### src/rtl/ps2_pkg.sv
// Shared definitions for the PS/2 host transmitter: FSM encoding, parity helper
// and the cycle-count constants derived from clock frequency and timing targets.
package ps2_pkg;

  typedef enum logic [2:0] {
    ST_IDLE    = 3'd0,
    ST_INHIBIT = 3'd1,
    ST_REQ     = 3'd2,
    ST_DATA    = 3'd3,
    ST_WAITREL = 3'd4
  } ps2_state_e;

  localparam int unsigned PS2_CLOCK_KHZ  = 28000;
  localparam int unsigned PS2_INHIBIT_US = 100;
  localparam int unsigned PS2_TIMEOUT_MS = 15;
  localparam int unsigned PS2_BIT_W      = 4;

  function automatic int unsigned ps2_inhibit_cycles(input int unsigned khz, input int unsigned us);
    return khz * us / 1000;
  endfunction

  function automatic int unsigned ps2_timeout_cycles(input int unsigned khz, input int unsigned ms);
    return khz * ms;
  endfunction

  // One down-counter serves both the inhibit pulse and the timeout.
  function automatic int ps2_cnt_width(input int unsigned a, input int unsigned b);
    return (a > b) ? $clog2(a + 1) : $clog2(b + 1);
  endfunction

  localparam int unsigned PS2_INHIBIT_CYCLES = ps2_inhibit_cycles(PS2_CLOCK_KHZ, PS2_INHIBIT_US);
  localparam int unsigned PS2_TIMEOUT_CYCLES = ps2_timeout_cycles(PS2_CLOCK_KHZ, PS2_TIMEOUT_MS);
  localparam int          PS2_CNT_W          = ps2_cnt_width(PS2_INHIBIT_CYCLES, PS2_TIMEOUT_CYCLES);

  // Odd parity: the parity bit makes the total count of ones in data+parity odd.
  function automatic logic ps2_parity(input logic [7:0] d);
    return ~^d;
  endfunction

endpackage

### src/rtl/ps2_line_sync.sv
// Synchronizes the raw PS/2 clock and data pins and flags PS/2 clock falling edges.
// Optional glitch filter on the clock line when PS2TX_FILTER_EN is defined.
module ps2_line_sync (
  input  logic clock,
  input  logic nreset,
  input  logic ck_in,
  input  logic dq_in,
  output logic ck_sync,
  output logic dq_sync,
  output logic ck_fall
);

  logic [1:0] ck_ff;
  logic [1:0] dq_ff;
  logic       ck_clean;
  logic       ck_prev;

  // Idle bus level is high, so the synchronizers reset to 1.
  always_ff @(posedge clock or negedge nreset) begin
    if (!nreset) begin
      ck_ff <= 2'b11;
      dq_ff <= 2'b11;
    end else begin
      ck_ff <= {ck_ff[0], ck_in};
      dq_ff <= {dq_ff[0], dq_in};
    end
  end

`ifdef PS2TX_FILTER_EN
  logic [2:0] flt_cnt;
  logic       ck_flt;

  // Output follows the input only after 8 consecutive differing samples.
  always_ff @(posedge clock or negedge nreset) begin
    if (!nreset) begin
      flt_cnt <= 3'd0;
      ck_flt  <= 1'b1;
    end else if (ck_ff[1] == ck_flt) begin
      flt_cnt <= 3'd0;
    end else if (flt_cnt == 3'd7) begin
      flt_cnt <= 3'd0;
      ck_flt  <= ck_ff[1];
    end else begin
      flt_cnt <= flt_cnt + 3'd1;
    end
  end

  assign ck_clean = ck_flt;
`else
  assign ck_clean = ck_ff[1];
`endif

  always_ff @(posedge clock or negedge nreset) begin
    if (!nreset) begin
      ck_prev <= 1'b1;
    end else begin
      ck_prev <= ck_clean;
    end
  end

  assign ck_sync = ck_clean;
  assign dq_sync = dq_ff[1];
  assign ck_fall = ck_prev & ~ck_clean;

endmodule

### src/rtl/ps2_host_tx.sv
// PS/2 host-to-device transmitter: inhibit, request-to-send, 11-bit frame, ACK check
// and timeout. Define PS2TX_FILTER_EN to add the clock-line stability filter.
module ps2_host_tx
  import ps2_pkg::*;
#(
  parameter int unsigned CLOCK_KHZ  = PS2_CLOCK_KHZ,
  parameter int unsigned INHIBIT_US = PS2_INHIBIT_US,
  parameter int unsigned TIMEOUT_MS = PS2_TIMEOUT_MS
) (
  input  logic       clock,
  input  logic       nreset,
  input  logic       start,
  input  logic [7:0] data,
  output logic       busy,
  output logic       done,
  output logic       error,
  input  logic       ps2CkIn,
  input  logic       ps2DqIn,
  output logic       ps2CkOut,
  output logic       ps2DqOut,
  output logic [2:0] state_dbg
);

  localparam int unsigned INHIBIT_CYCLES = ps2_inhibit_cycles(CLOCK_KHZ, INHIBIT_US);
  localparam int unsigned TIMEOUT_CYCLES = ps2_timeout_cycles(CLOCK_KHZ, TIMEOUT_MS);
  localparam int          CNT_W          = ps2_cnt_width(INHIBIT_CYCLES, TIMEOUT_CYCLES);
  localparam logic [CNT_W-1:0] INHIBIT_LOAD = CNT_W'(INHIBIT_CYCLES - 1);
  localparam logic [CNT_W-1:0] TIMEOUT_LOAD = CNT_W'(TIMEOUT_CYCLES - 1);

  logic ck_sync, dq_sync, ck_fall;

  ps2_line_sync u_line_sync (
    .clock   (clock),
    .nreset  (nreset),
    .ck_in   (ps2CkIn),
    .dq_in   (ps2DqIn),
    .ck_sync (ck_sync),
    .dq_sync (dq_sync),
    .ck_fall (ck_fall)
  );

  ps2_state_e           state_q, state_d;
  logic [CNT_W-1:0]     cnt_q, cnt_d;
  logic [PS2_BIT_W-1:0] n_q, n_d;
  logic [9:0]           shift_q, shift_d;
  logic                 ck_q, ck_d;
  logic                 dq_q, dq_d;
  logic                 done_q, done_d;
  logic                 error_q, error_d;

  always_ff @(posedge clock or negedge nreset) begin
    if (!nreset) begin
      state_q <= ST_IDLE;
      cnt_q   <= '0;
      n_q     <= '0;
      shift_q <= '1;
      ck_q    <= 1'b1;
      dq_q    <= 1'b1;
      done_q  <= 1'b0;
      error_q <= 1'b0;
    end else begin
      state_q <= state_d;
      cnt_q   <= cnt_d;
      n_q     <= n_d;
      shift_q <= shift_d;
      ck_q    <= ck_d;
      dq_q    <= dq_d;
      done_q  <= done_d;
      error_q <= error_d;
    end
  end

  always_comb begin
    state_d = state_q;
    cnt_d   = cnt_q;
    n_d     = n_q;
    shift_d = shift_q;
    ck_d    = ck_q;
    dq_d    = dq_q;
    done_d  = 1'b0;
    error_d = error_q;
    case (state_q)
      ST_IDLE: begin
        // The done cycle is already IDLE; a start landing on it is dropped.
        if (start && !done_q) begin
          shift_d = {1'b1, ps2_parity(data), data};
          error_d = 1'b0;
          cnt_d   = INHIBIT_LOAD;
          n_d     = '0;
          ck_d    = 1'b0;
          dq_d    = (INHIBIT_LOAD != '0);
          state_d = ST_INHIBIT;
        end
      end
      ST_INHIBIT: begin
        if (cnt_q == '0) begin
          ck_d    = 1'b1;
          cnt_d   = TIMEOUT_LOAD;
          state_d = ST_REQ;
        end else begin
          cnt_d = cnt_q - 1'b1;
          // Start bit goes low in the final inhibit cycle.
          if (cnt_q == CNT_W'(1)) dq_d = 1'b0;
        end
      end
      ST_REQ, ST_DATA, ST_WAITREL: begin
        if (cnt_q == '0) begin
          dq_d    = 1'b1;
          error_d = 1'b1;
          done_d  = 1'b1;
          state_d = ST_IDLE;
        end else begin
          cnt_d = cnt_q - 1'b1;
          if (state_q == ST_WAITREL) begin
            if (ck_sync && dq_sync) begin
              done_d  = 1'b1;
              state_d = ST_IDLE;
            end
          end else if (ck_fall) begin
            n_d = n_q + 1'b1;
            // Fall 11 is the device's ACK slot; earlier falls shift out data, parity, stop.
            if (n_q == PS2_BIT_W'(10)) begin
              error_d = dq_sync;
              state_d = ST_WAITREL;
            end else begin
              dq_d    = shift_q[0];
              shift_d = {1'b1, shift_q[9:1]};
              state_d = ST_DATA;
            end
          end
        end
      end
      default: state_d = ST_IDLE;
    endcase
  end

  assign busy      = (state_q != ST_IDLE);
  assign done      = done_q;
  assign error     = error_q;
  assign ps2CkOut  = ck_q;
  assign ps2DqOut  = dq_q;
  assign state_dbg = state_q;

endmodule
### config.mk
export PLATFORM = sky130hd
export DESIGN_NAME = ps2_host_tx
export DESIGN_NICKNAME = d
export VERILOG_FILES = /design/src/rtl/ps2_pkg.sv /design/src/rtl/ps2_line_sync.sv /design/src/rtl/ps2_host_tx.sv
export SDC_FILE = /design/constraint.sdc
export NUM_CORES = 1
export LEC_CHECK = 0
export CORE_ASPECT_RATIO = 0.5
export CORE_UTILIZATION = 58
export CTS_CLUSTER_SIZE = 30
export DETAILED_ROUTE_END_ITERATION = 7
export PLACE_DENSITY = 0.79
export RECOVER_POWER = 50
export SYNTH_ARGS = -nofsm -noshare
export SYNTH_HDL_FRONTEND = slang
export SYNTH_SLANG_ARGS = --single-unit
### constraint.sdc
create_clock -name clock -period 2.5 [get_ports clock]
set_clock_uncertainty 0.05 [all_clocks]
set_input_delay 0.25 -clock clock [delete_from_list [all_inputs] [get_ports clock]]
set_output_delay 0.25 -clock clock [all_outputs]
set_load 0.02 [all_outputs]
Word-level counts from Yosys, hierarchy flattened
Index checks and enable logic that the tools add are counted.
{"block": "totals", "ff_bits": 45, "latchBits": 0, "ramBits": 0, "romBits": 0, "word_cells": 96, "input_bits": 13, "memories": 0, "out_inout_bits": 8}
{"block": "classes", "div": 0, "add_sub_neg": 2, "n_eq_ne": 20, "mul": 0, "mux": 43, "magnitude_cmp": 0, "reduce_logical": 18, "n_shift": 0, "n_bitwise": 2}
{"operator": "19-bit 2-to-1 mux", "count": 3}
{"operator": "19-bit one-hot mux with 3 select lines", "count": 1}
{"operator": "10-bit 2-to-1 mux", "count": 5}
{"operator": "3-bit 2-to-1 mux", "count": 7}
{"operator": "10-bit one-hot mux with 2 select lines", "count": 1}
{"operator": "19-bit by 1-bit equality test with 1-bit output, second input constant", "count": 1}
{"operator": "19-bit logical NOT", "count": 1}
{"operator": "19-bit by 1-bit subtractor with 19-bit output, second input constant", "count": 1}
{"operator": "1-bit 2-to-1 mux", "count": 17}
{"operator": "4-bit 2-to-1 mux", "count": 4}
{"operator": "2-bit != test, second input constant", "count": 8}
{"operator": "3-bit != test, second input constant", "count": 4}
{"operator": "5-bit AND reduction", "count": 2}
{"operator": "3-bit one-hot mux with 3 select lines", "count": 1}
{"operator": "4-bit != test, second input constant", "count": 2}
{"operator": "4-bit one-hot mux with 2 select lines", "count": 1}
{"operator": "8-bit XNOR reduction", "count": 1}
{"operator": "7-bit AND reduction", "count": 1}
{"operator": "3-bit by 2-bit equality test with 1-bit output, second input constant", "count": 2}
{"operator": "3-bit AND reduction", "count": 2}
{"operator": "6-bit AND reduction", "count": 1}
{"operator": "3-bit nonzero test", "count": 2}
{"operator": "4-bit by 1-bit adder with 4-bit output, second input constant", "count": 1}
{"operator": "4-bit equality test, second input constant", "count": 1}
{"operator": "12 further kinds", "count": 15}

Longest topological paths before layout
Gate-level depths: netlist of the first run.
{"block": "depth", "word_depth": 6, "mapped_depth": 8, "depth_no_buf": 7}

Modules after synthesis
A second synthesis of the first run with hierarchy kept.
{"block": "hier_totals", "cells_unflattened": 267, "area_unflattened_um2": 2543.7}
{"mod": "ps2_host_tx", "n_inst": 1, "cells_per_inst": 261, "seq_area_each_um2": 989.7, "area_per_inst_um2": 2398.6}
{"mod": "ps2_line_sync", "n_inst": 1, "cells_per_inst": 6, "seq_area_each_um2": 131.4, "area_per_inst_um2": 145.1}

Worst setup path before layout of the first run
OpenSTA, ideal clock, no wires.
{"block": "synth_path", "path_type": "register to register", "from": "register state_q[0] (netlist: state_dbg[0])", "to": "register cnt_q[16]", "stages_incl_launch_ff": 7, "path_slack_ps": 445, "required_time_ps": 2372, "synth_period_minus_slack_ps": 2055, "setup_time_ps": 78, "n_path_buf": 1, "arrival_time_ps": 1928, "cell_sequence": "dfrtp_1 or3_1 clkbuf_1 o21a_1 o31ai_4 or4_1 a21oi_1"}
{"block": "synth_via", "elab_chain_len": 4, "elab_cells_between_ends": 11, "classes_between": "eq/ne (6); mux (1); reduce/logical (4)"}
{"item": "from (decl)", "line_no": "ps2_host_tx.sv:42", "rtl": "ps2_state_e state_q, state_d;"}
{"item": "from (signal assigned)", "line_no": "ps2_host_tx.sv:62", "rtl": "state_q <= state_d;"}
{"item": "3-bit equality test / 3-bit by 2-bit equality test with 1-bit output (equally long branches)", "line_no": "ps2_host_tx.sv:82", "rtl": "case (state_q)"}
{"item": "3-bit OR reduction", "line_no": "ps2_host_tx.sv:82"}
{"item": "2-bit != test (no line) / 3-bit nonzero test (equally long branches)"}
{"item": "3-bit AND reduction (no line)"}
{"item": "to (signal assigned)", "line_no": "ps2_host_tx.sv:63", "rtl": "cnt_q <= cnt_d;"}
{"item": "to (decl)", "line_no": "ps2_host_tx.sv:43", "rtl": "logic [CNT_W-1:0] cnt_q, cnt_d;"}
Several ways; a longest one is shown, not always the timed one.
A chain may end at the register's enable or synchronous reset.

Worst setup path in the final report of the first run
{"block": "layout_path", "from": "register cnt_q[5]", "to": "register cnt_q[15]"}
{"block": "layout_via", "elab_chain_len": 3, "elab_cells_between_ends": 7, "classes_between": "add/sub (1); eq/ne (1); mux (3); reduce/logical (2)"}
{"item": "19-bit by 1-bit subtractor with 19-bit output / 19-bit logical NOT (equally long branches)"}
{"item": "19-bit 2-to-1 mux (tied with other cells)", "line_no": "ps2_host_tx.sv:107", "rtl": "if (cnt_q == '0) begin"}
{"item": "19-bit one-hot mux with 3 select lines / 3-bit AND reduction (equally long branches)"}
Several ways; a longest one is shown, not always the timed one. The select of a mux whose other input is x is not followed.

==> summary.txt, run 1 <==
Setup path
  – Crit path kind: flop to flop
  – Worst path required time: 2660 ps
  – Max Fanout on Critical Path: 9
  – Worst EP arrival: 2450 ps
  – Crit. End Element: flop
  – Startpoint Class: flop
  – Worst R2R Path Depth: 5
  – Setup crit start: cnt_q[5]
  – Critical Path End: cnt_q[15]
  – Reg-to-Reg End: cnt_q[15]
  – FF-to-FF Start: cnt_q[5]
  – Reg2reg setup slack: 210 ps

STA
  – Fin crit period: 2290 ps
  – Final worst path period share: 0.915
  – Slew Viols, Final: 0
  – Rel. slew slack: 0.368
  – Final setup fails: 0
  – Fmax: 0.437 GHz
  – TNS Setup: 0 ps
  – Worst slew pin tran: 948 ps
  – Final Hold Fails: 0
  – WHS: 47.9 ps
  – RSZ-0062 raised after global routing: no

Synthesis
  – Main area contributors after synthesis: dfrtp_1 26%, dfstp_2 16%, mux2_2 7.5%, o21ai_0 3.4%, nand2_1 2.4%
  – Average footprint of a synthesized cell: 10.2 um2
  – Count of warnings emitted by yosys: 0
  – Top FF cell, synth: dfrtp_1
  – Yosys top cell area share: 0.261
  – Share of flip-flops with an asynchronous set or reset: 1.00
  – Post-synth top cells: 28 x dfrtp_1, 18 x mux2_2, 18 x o21ai_0
  – Post-synthesis instance total: 263
  – Post-synthesis sequential area ratio: 0.417
  – #FFs+latches synth: 44
  – Synthesized Nets: 281
  – Number of synthesized flops with an enable pin: 0
  – Distinct cell type count after synthesis: 67
  – Mapped Area: 2690 um2
  – Synth area leader: dfrtp_1
  – Count leader, synth: dfrtp_1

Pwr
  – Gate power share: 0.425
  – Seq pwr share: 0.425
  – Leak pwr: 0.00119 uW
  – P_int: 1820 uW
  – Sw frac: 0.383
  – Clock share of power: 0.150
  – Pwr dens: 971 nW/um2
  – Sw power: 1130 uW
  – VDD IR max: 0.581 mV

Floorplan
  – Initial Util: 0.607
  – Rows: 17
  – Die Width: 98.2 um
  – Io pins: 21
  – Die span in y: roughly 50 um
  – Core Area: ~4400 um2
  – Area of the die: 4920 um2

Global route
  – Gr usage total: 0.261
  – Antenna violations before repair: 0
  – First-pass GRT wire length: approximately 10 mm
  – Pin count of the biggest net entering global routing: 45
  – Vias in the first global route: 2,125
  – Grt ovf: 0

CTS
  – CTS Buf Count: 5
  – H-tree depth: 2
  – Clk slew on worst S/H paths: about 90 ps
  – Clock root cell: clkbuf_8
  – Post-CTS sizing: 0
  – Max clock buf depth: 2
  – CTS sink cnt: 44
  – Clock latency on the worst-skew pair: 290 ps
  – CTS tree: done

Placement
  – I/O Buffers: 20
  – Inst Count DP: about 340
  – Final GP Congestion: 0.971
  – Post-DP HPWL: 4.06 mm
  – Post-DP Area: just under 3000 um2

Finish
  – # diodes: 0
  – Final std cells w/o fill: about 350
  – Area delta synth->final: 13.3%
  – Share of layout cells above drive strength 1: 0.257
  – Nets@finish: 305
  – Finished Cell Area: 3040 um2
  – Filler cell count: 357
  – FF+latch area: 1120 um2
  – Multi-input logic area: 1490 um2

Outcome
  – Status: complete, no violations

Drt
  – Iteration-0 DRC Markers: 71
  – Final wirelength: around 5.8 mm
  – Via Count: roughly 2,200
  – Final ANT Viol Nets: 0
  – DR pass1 iterations: 4
  – Routed wire per std cell: 16.7 um
  – # DRC: 0
  – Via/cell ratio: 6.25

Job
  – Max-cap violations: 0

Min path
  – Hold Path Class: primary input to async pin
[power by group through the flow]
| stage | sequential [uW] | combinational, uW | clock [uW] |
|---|---|---|---|
| finish | 1260 | 1250 | 444 |
| global route | 1290 | 1400 | 491 |
| CTS | 1250 | 1240 | 461 |
| detailed placement | 1260 | 1230 | 0 |
| global placement | 1240 | 1210 | 0 |
| floorplan | 1230 | 907 | 0 |
[per-stage QoR]
stage | util | power, uW | setup slack [ps]
detailed placement | 0.665 | 2500 | 145
floorplan | - | 2140 | 445
CTS | 0.684 | 2960 | 113
global placement | 0.665 | 2450 | 224
global route | 0.688 | 3180 | 35.4
finish | 0.688 | 2960 | 213
[how the worst min path moves through the flow]
stage	cells past startpoint	slack, ps	start	end
detailed placement	0	300	u_line_sync.ck_ff[0]	u_line_sync.ck_ff[1]
global placement	0	300	u_line_sync.ck_ff[0]	u_line_sync.ck_ff[1]
global route	1	140	nreset	cnt_q[11]
floorplan	0	-100	nreset	cnt_q[0]
CTS	1	80	nreset	cnt_q[11]
finish	1	50	nreset	cnt_q[11]
[state kept, by name, indices dropped and copies added (netlist names)]
signal / count
cnt_q: 19
done: 1
error: 1
n_q: 4
ps2CkOut: 1
ps2DqOut: 1
shift_q: 9
state_dbg: 3
u_line_sync.ck_ff: 2
u_line_sync.ck_prev: 1
u_line_sync.dq_ff: 2
[final cells by class]
| type | count | area share |
|---|---|---|
| clock inverter | 2 | 0.00370 |
| clock buffer | 6 | 0.0238 |
| tap | 57 | 0.0234 |
| inverter | 5 | 0.00617 |
| timing repair buffer | 27 | 0.0855 |
| multi-input combinational | 204 | 0.489 |
| sequential | 44 | 0.368 |
[cell families after synthesis]
kind of cell,count (synthesis),share of synthesized area
simple gates,94,0.221
xor+xnor,7,0.0228
compound gates,80,0.212
flops,44,0.417
buf+inv,15,0.0284
fa+ha+maj,5,0.0233
mux,18,0.0755
[cells in the final DEF, fill, tap and decap left out, types with 5 or more instances in the layout]
cell type,count
dfrtp_1,28
o21ai_0,18
mux2_2,18
nand2_1,17
clkdlybuf4s50_1,17
nor2_1,16
dfstp_2,15
a21oi_1,12
o21a_1,8
or3_1,6
nand3_1,6
xnor2_1,6
buf_4,6
inv_1,5
nor3_1,5
ha_1,5
clkbuf_8,5
[critical path, stage by stage (launching register included)]
cell     delay, ps
dfrtp_1        460
nor4_4         550
nand4_2        340
nor2_2         200
or4b_1         440
a21oi_1        160
[timing repair]
item	4_1_cts	5_1_grt
setup endpoints to repair	0	8
buffers inserted	0	1
hold buffers	0	0
[per-layer routing]
| layer | vias to the layer above | part of all wire | routed length (um) | GRT usage |
|---|---|---|---|---|
| met1 | 1068 | 0.49 | 2840 | 0.371 |
| li1 | 1039 | - | - | - |
| met4 | 0 | 0.0043 | 25 | 0.0647 |
| met2 | 44 | 0.45 | 2590 | 0.400 |
| met3 | 4 | 0.051 | 295 | 0.0652 |
| met5 | - | 0 | 0 | 0 |
No activity file was read; power rests on OpenSTA's default activity.
==> run 2: changes to the inputs <==
CTS_BUF_LIST = sky130_fd_sc_hd__clkbuf_8 sky130_fd_sc_hd__clkbuf_16   (was not set)
==> run 2 against run 1 <==
Net effect:
- register-to-register slack about the same
- worst setup slack got worse by 2.8 ps
- sequential power about the same
- clock-buffer cell count decreased by 1
- routed wire length about the same
- global-route usage unchanged
- utilization unchanged
- final area unchanged
- sequential share of layout area unchanged
- cell count unchanged
- die area unchanged
- critical endpoint unchanged
- largest power group unchanged
==> summary.txt, run 2 (synthesis gave the netlist of run 1 again) <==
Setup path
  – Startpoint Class: flop (unchanged)
  – Reg2reg setup slack: 210 ps (about the same)
  – Worst EP arrival: 2450 ps (about the same)
  – Reg-to-Reg End: cnt_q[15] (unchanged)
  – Crit path kind: flop to flop (unchanged)
  – Max Fanout on Critical Path: 9 (unchanged)
  – Crit. End Element: flop (unchanged)
  – Worst path required time: 2660 ps (about the same)
  – FF-to-FF Start: cnt_q[5] (unchanged)
  – Worst R2R Path Depth: 5 (unchanged)
  – Setup crit start: cnt_q[5] (unchanged)

Pwr
  – VDD IR max: 0.580 mV (was 0.581 mV)
  – Seq pwr share: 0.426 (was 0.425)
  – Clock share of power: 0.149 (was 0.150)
  – Total power: 2950 uW (was 2960 uW)
  – Leak pwr: 0.00120 uW (was 0.00119 uW)
  – Gate power share: 0.425 (about the same)
  – Sw power: 1130 uW (about the same)
  – P_int: 1820 uW (about the same)
  – Pwr dens: 970 nW/um2 (was 971 nW/um2)
  – Sw frac: 0.384 (was 0.383)

Drt
  – Via/cell ratio: 6.27 (was 6.25)
  – Iteration-0 DRC Markers: 70 (was 71)
  – Final ANT Viol Nets: 0 (unchanged)
  – Routed wire per std cell: 16.7 um (about the same)
  – Via Count: 2,164 (was 2,155)
  – Final wirelength: 5.75 mm (about the same)
  – # DRC: 0 (unchanged)
  – DR pass1 iterations: 4 (unchanged)

Placement
  – Post-DP HPWL: 4.06 mm (unchanged)
  – Final GP Congestion: 0.971 (unchanged)
  – I/O Buffers: 20 (unchanged)

CTS
  – H-tree depth: 2 (unchanged)
  – CTS tree: done (unchanged)
  – Max clock buf depth: 2 (unchanged)
  – Clock root cell: clkbuf_8 (unchanged)
  – Post-CTS sizing: 0 (unchanged)
  – CTS Buf Count: 5 (unchanged)
  – Clk slew on worst S/H paths: 90 ps (about the same)
  – Clock latency on the worst-skew pair: 290 ps (about the same)
  – CTS sink cnt: 44 (unchanged)

Finish
  – # diodes: 0 (unchanged)
  – Largest Register: cnt_q (unchanged)
  – Most frequent cells in the layout: 28 x dfrtp_1, 18 x o21ai_0, 18 x mux2_2, 17 x nand2_1, 17 x clkdlybuf4s50_1 (unchanged)
  – Filler cell count: 357 (unchanged)
  – Area delta synth->final: 13.3% (unchanged)
  – Commonest non-fill, non-tap cell in the layout: dfrtp_1 (unchanged)
  – Largest register FFs: 19 (unchanged)
  – Share of layout cells above drive strength 1: 0.257 (unchanged)
  – Nets@finish: 305 (unchanged)
  – Top Registers: cnt_q: 19 flops, shift_q: 9 flops, n_q: 4 flops (unchanged)

STA
  – Final setup fails: 0 (unchanged)
  – RSZ-0062 raised after global routing: no (unchanged)
  – TNS Setup: 0 ps (unchanged)
  – Final worst path period share: 0.916 (was 0.915)
  – Final Hold Fails: 0 (unchanged)
  – Worst slew pin tran: 948 ps (about the same)
  – Fmax: 0.437 GHz (about the same)
  – Rel. slew slack: 0.368 (about the same)
  – Fin crit period: 2290 ps (about the same)
  – Slew Viols, Final: 0 (unchanged)

Floorplan
  – Core Area: 4420 um2 (unchanged)
  – Area of the die: 4920 um2 (unchanged)
  – Die span in y: 50.1 um (unchanged)
  – Rows: 17 (unchanged)
  – Initial Util: 0.607 (unchanged)
  – Die Width: 98.2 um (unchanged)
  – Io pins: 21 (unchanged)

Global route
  – Vias in the first global route: 2,125 (unchanged)
  – Antenna violations before repair: 0 (unchanged)
  – Grt ovf: 0 (unchanged)
  – Gr usage total: 0.261 (unchanged)
  – Pin count of the biggest net entering global routing: 45 (unchanged)
  – First-pass GRT wire length: 10.0 mm (unchanged)

Min path
  – Hold Path Class: primary input to async pin (unchanged)

Outcome
  – Status: complete, no violations (unchanged)

Job
  – Max-cap violations: 0 (unchanged)
run 2: worst max-delay path: stages, from the launching register on:
cell and delay, ps:
dfrtp_1 460, nor4_4 560, nand4_2 340, nor2_2 200, or4b_1 440, a21oi_1 160
run 2: stage by stage:
| step | cells | setup slack [ps] | utilization | area [um2] | hold WS (ps) |
|---|---|---|---|---|---|
| finish | 345 | 210 | 0.688 | 3040 | 47.0 |
| global route | 345 | 35.5 | 0.688 | 3040 | 139 |
| CTS | 344 | 113 | 0.684 | 3020 | 84.0 |
| detailed placement | 336 | 145 | 0.665 | 2940 | 297 |
| global placement | 336 | 224 | 0.665 | 2940 | 296 |
| floorplan | 263 | 445 | - | 2690 | -95.6 |
run 2: worst max path at each step:
stage / to / slack, ps / cells after the start
after global routing: cnt_q[1] / 40 / 7
after CTS: cnt_q[11] / 110 / 5
after floorplan: cnt_q[16] / 440 / 6
after global placement: cnt_q[11] / 220 / 7
final: cnt_q[15] / 210 / 5
after detailed placement: cnt_q[11] / 150 / 5
run 2: what timing repair did:
item / CTS / global route
endpoints found under the setup margin: 0 / 8
hold buffers: 0 / 0
setup buffers: 0 / 1
run 2: layer usage:
metal | vias to the layer above | GRT usage | part of all wire
met5 | - | 0 | 0
met4 | 0 | 0.0647 | 0.0043
met3 | 4 | 0.0652 | 0.055
met2 | 49 | 0.400 | 0.45
met1 | 1072 | 0.371 | 0.49
li1 | 1039 | - | -
run 2: final cells by class:
class	instances	area, um2	area share
Clock buffer	5	68.8	0.0226
Sequential cell	44	1120	0.368
Clock inverter	3	15.0	0.00493
Inverter	5	18.8	0.00617
Timing Repair Buffer	27	260	0.0855
Tap cell	57	71.3	0.0234
Multi-Input combinational cell	204	1490	0.489
run 2: power groups by stage:
stage          clock (uW)  sequential [uW]  combinational (uW)
2_1_floorplan           0             1230                 907
3_3_place_gp            0             1240                1210
3_5_place_dp            0             1260                1230
4_1_cts               457             1250                1240
5_1_grt               487             1290                1400
6_report              441             1260                1260
==> run 3: changes to the inputs <==
CAP_MARGIN = 40   (was not set)
==> run 3 against run 2 <==
Net effect:
- die area unchanged
- non-clock buffer count up 2
- sequential share of layout area down 0.62 points
- utilization is 1.2 points higher
- global-route usage up 0.17 points
- largest cell class unchanged
- highest routed layer unchanged
==> summary.txt, run 3 (synthesis gave the netlist of run 1 again) <==
Outcome
  – Status: complete, no violations (unchanged)

Finish
  – Share of layout cells above drive strength 1: 0.255 (was 0.257)
  – Top Registers: cnt_q: 19 flops, shift_q: 9 flops, n_q: 4 flops (unchanged)
  – Commonest non-fill, non-tap cell in the layout: dfrtp_1 (unchanged)
  – Area delta synth->final: 15.3% (was 13.3%)
  – Most frequent cells in the layout: 28 x dfrtp_1, 18 x o21ai_0, 18 x mux2_2, 17 x nand2_1, 17 x clkdlybuf4s50_1 (unchanged)
  – # diodes: 0 (unchanged)
  – Filler cell count: 337 (was 357)
  – Nets@finish: 307 (was 305)
  – Largest register FFs: 19 (unchanged)
  – Largest Register: cnt_q (unchanged)

Global route
  – Vias in the first global route: 2,113 (was 2,125)
  – Grt ovf: 0 (unchanged)
  – Gr usage total: 0.263 (was 0.261)
  – First-pass GRT wire length: 9.94 mm (was 10.0 mm)
  – Antenna violations before repair: 0 (unchanged)
  – Pin count of the biggest net entering global routing: 24 (was 45)

STA
  – Worst slew pin tran: 1160 ps (was 948 ps)
  – Final Hold Fails: 0 (unchanged)
  – Final worst path period share: 0.903 (was 0.916)
  – Final setup fails: 0 (unchanged)
  – Fin crit period: 2260 ps (was 2290 ps)
  – RSZ-0062 raised after global routing: no (unchanged)
  – Rel. slew slack: 0.226 (was 0.368)
  – Fmax: 0.443 GHz (was 0.437 GHz)
  – Final worst slack: 243 ps (was 210 ps)
  – TNS Setup: 0 ps (unchanged)
  – Slew Viols, Final: 0 (unchanged)

CTS
  – CTS sink cnt: 44 (unchanged)
  – Clk slew on worst S/H paths: 90 ps (about the same)
  – CTS Buf Count: 5 (unchanged)
  – H-tree depth: 2 (unchanged)
  – Post-CTS sizing: 0 (unchanged)
  – CTS tree: done (unchanged)
  – Clock root cell: clkbuf_8 (unchanged)
  – Clock latency on the worst-skew pair: 300 ps (was 290 ps)
  – Max clock buf depth: 2 (unchanged)

Setup path
  – Worst R2R Path Depth: 5 (unchanged)
  – Startpoint Class: flop (unchanged)
  – CP cell instances: nor4_4 > nand4_2 > nor2_2 > or4b_1 > a21oi_1 (unchanged)
  – Crit path kind: flop to flop (unchanged)
  – Crit. End Element: flop (unchanged)
  – FF-to-FF Start: cnt_q[5] (unchanged)
  – Worst path required time: 2670 ps (was 2660 ps)
  – Worst EP arrival: 2430 ps (was 2450 ps)
  – Max Fanout on Critical Path: 9 (unchanged)
  – Crit-path max cell delay: 540 ps (was 560 ps)
  – Crit path max-delay family: simple AND/OR/NAND/NOR gates (unchanged)
  – CP bufs+invs: 0 (unchanged)
  – Slowest cell on the critical path: nor4_4 (unchanged)
  – Reg2reg setup slack: 240 ps (was 210 ps)
  – Reg-to-Reg End: cnt_q[15] (unchanged)
  – Crit path depth: 5 (unchanged)

Pwr
  – Gate power share: 0.410 (was 0.425)
  – Clock share of power: 0.183 (was 0.149)
  – P_int: 1940 uW (was 1820 uW)
  – Leak pwr: 0.00122 uW (was 0.00120 uW)
  – Sw frac: 0.371 (was 0.384)
  – Sw power: 1150 uW (was 1130 uW)
  – VDD IR max: 0.582 mV (was 0.580 mV)
  – Pwr dens: 997 nW/um2 (was 970 nW/um2)
  – Seq pwr share: 0.407 (was 0.426)

Job
  – Max-cap violations: 0 (unchanged)

Drt
  – Final ANT Viol Nets: 0 (unchanged)
  – Iteration-0 DRC Markers: 101 (was 70)
  – # DRC: 0 (unchanged)
  – Routed wire per std cell: 16.8 um (was 16.7 um)
  – Via/cell ratio: 6.32 (was 6.27)
  – Via Count: 2,192 (was 2,164)
  – DR pass1 iterations: 4 (unchanged)
  – Final wirelength: 5.83 mm (was 5.75 mm)

Floorplan
  – Die Width: 98.2 um (unchanged)
  – Initial Util: 0.607 (unchanged)
  – Core Area: 4420 um2 (unchanged)
  – Io pins: 21 (unchanged)
  – Rows: 17 (unchanged)
  – Area of the die: 4920 um2 (unchanged)
  – Die span in y: 50.1 um (unchanged)

Placement
  – Post-DP HPWL: 4.16 mm (was 4.06 mm)
  – Dpl ws: 134 ps (was 145 ps)
  – Final GP Congestion: 0.971 (unchanged)
  – I/O Buffers: 20 (unchanged)

Min path
  – Worst Min Path Start: u_line_sync.dq_ff[0]
  – Hold Path Sink: u_line_sync.dq_ff[1]
  – Hold depth: 0
  – Hold Path Class: flop to flop (was primary input to async pin)
==> run 3: what timing repair did <==
item	in CTS	in global routing
endpoints found under the setup margin	0	8
buffers inserted	0	1
endpoints found under the hold margin	17	0
hold buffers	1	0
==> run 3: per-stage QoR <==
step           hold WS [ps]  power (uW)  instance area, um2   util  cells
4_1_cts                 299        3080                3100  0.701    346
3_3_place_gp            296        2450                2940  0.665    336
6_report                312        3090                3100  0.700    347
3_5_place_dp            215        2500                2970  0.671    337
2_1_floorplan         -95.6        2140                2690      -    263
5_1_grt                 316        3290                3100  0.700    347
==> run 3: area by class of cell <==
type,count,area [um2],area share
clock buffers,7,119,0.0384
multi-input cells,204,1490,0.481
flip-flops and latches,44,1120,0.362
clock inverters,1,3.75,0.00121
well taps,57,71.3,0.0230
repair buffers,29,274,0.0885
inverters,5,18.8,0.00606
==> run 3: power by group through the flow <==
stage          Clock (uW)  Combinational, uW  Sequential (uW)
2_1_floorplan           0                907             1230
3_3_place_gp            0               1210             1240
3_5_place_dp            0               1240             1260
4_1_cts               579               1250             1250
5_1_grt               608               1400             1290
6_report              566               1270             1260
==> run 3: worst max path at each step <==
stage,from,endpoint
floorplan,state_dbg[0],cnt_q[16]
global placement,cnt_q[0],cnt_q[11]
detailed placement,cnt_q[14],cnt_q[11]
CTS,cnt_q[14],cnt_q[11]
global route,cnt_q[0],cnt_q[1]
finish,cnt_q[5],cnt_q[15]
==> run 3: layer usage <==
metal / vias to the layer above / part of all wire / routed length (um) / global-route usage
li1: 1046 / - / - / -
met1: 1071 / 0.47 / 2770 / 0.356
met2: 66 / 0.46 / 2700 / 0.427
met3: 9 / 0.054 / 313 / 0.0553
met4: 0 / 0.0087 / 51 / 0.0796
met5: - / 0 / 0 / 0
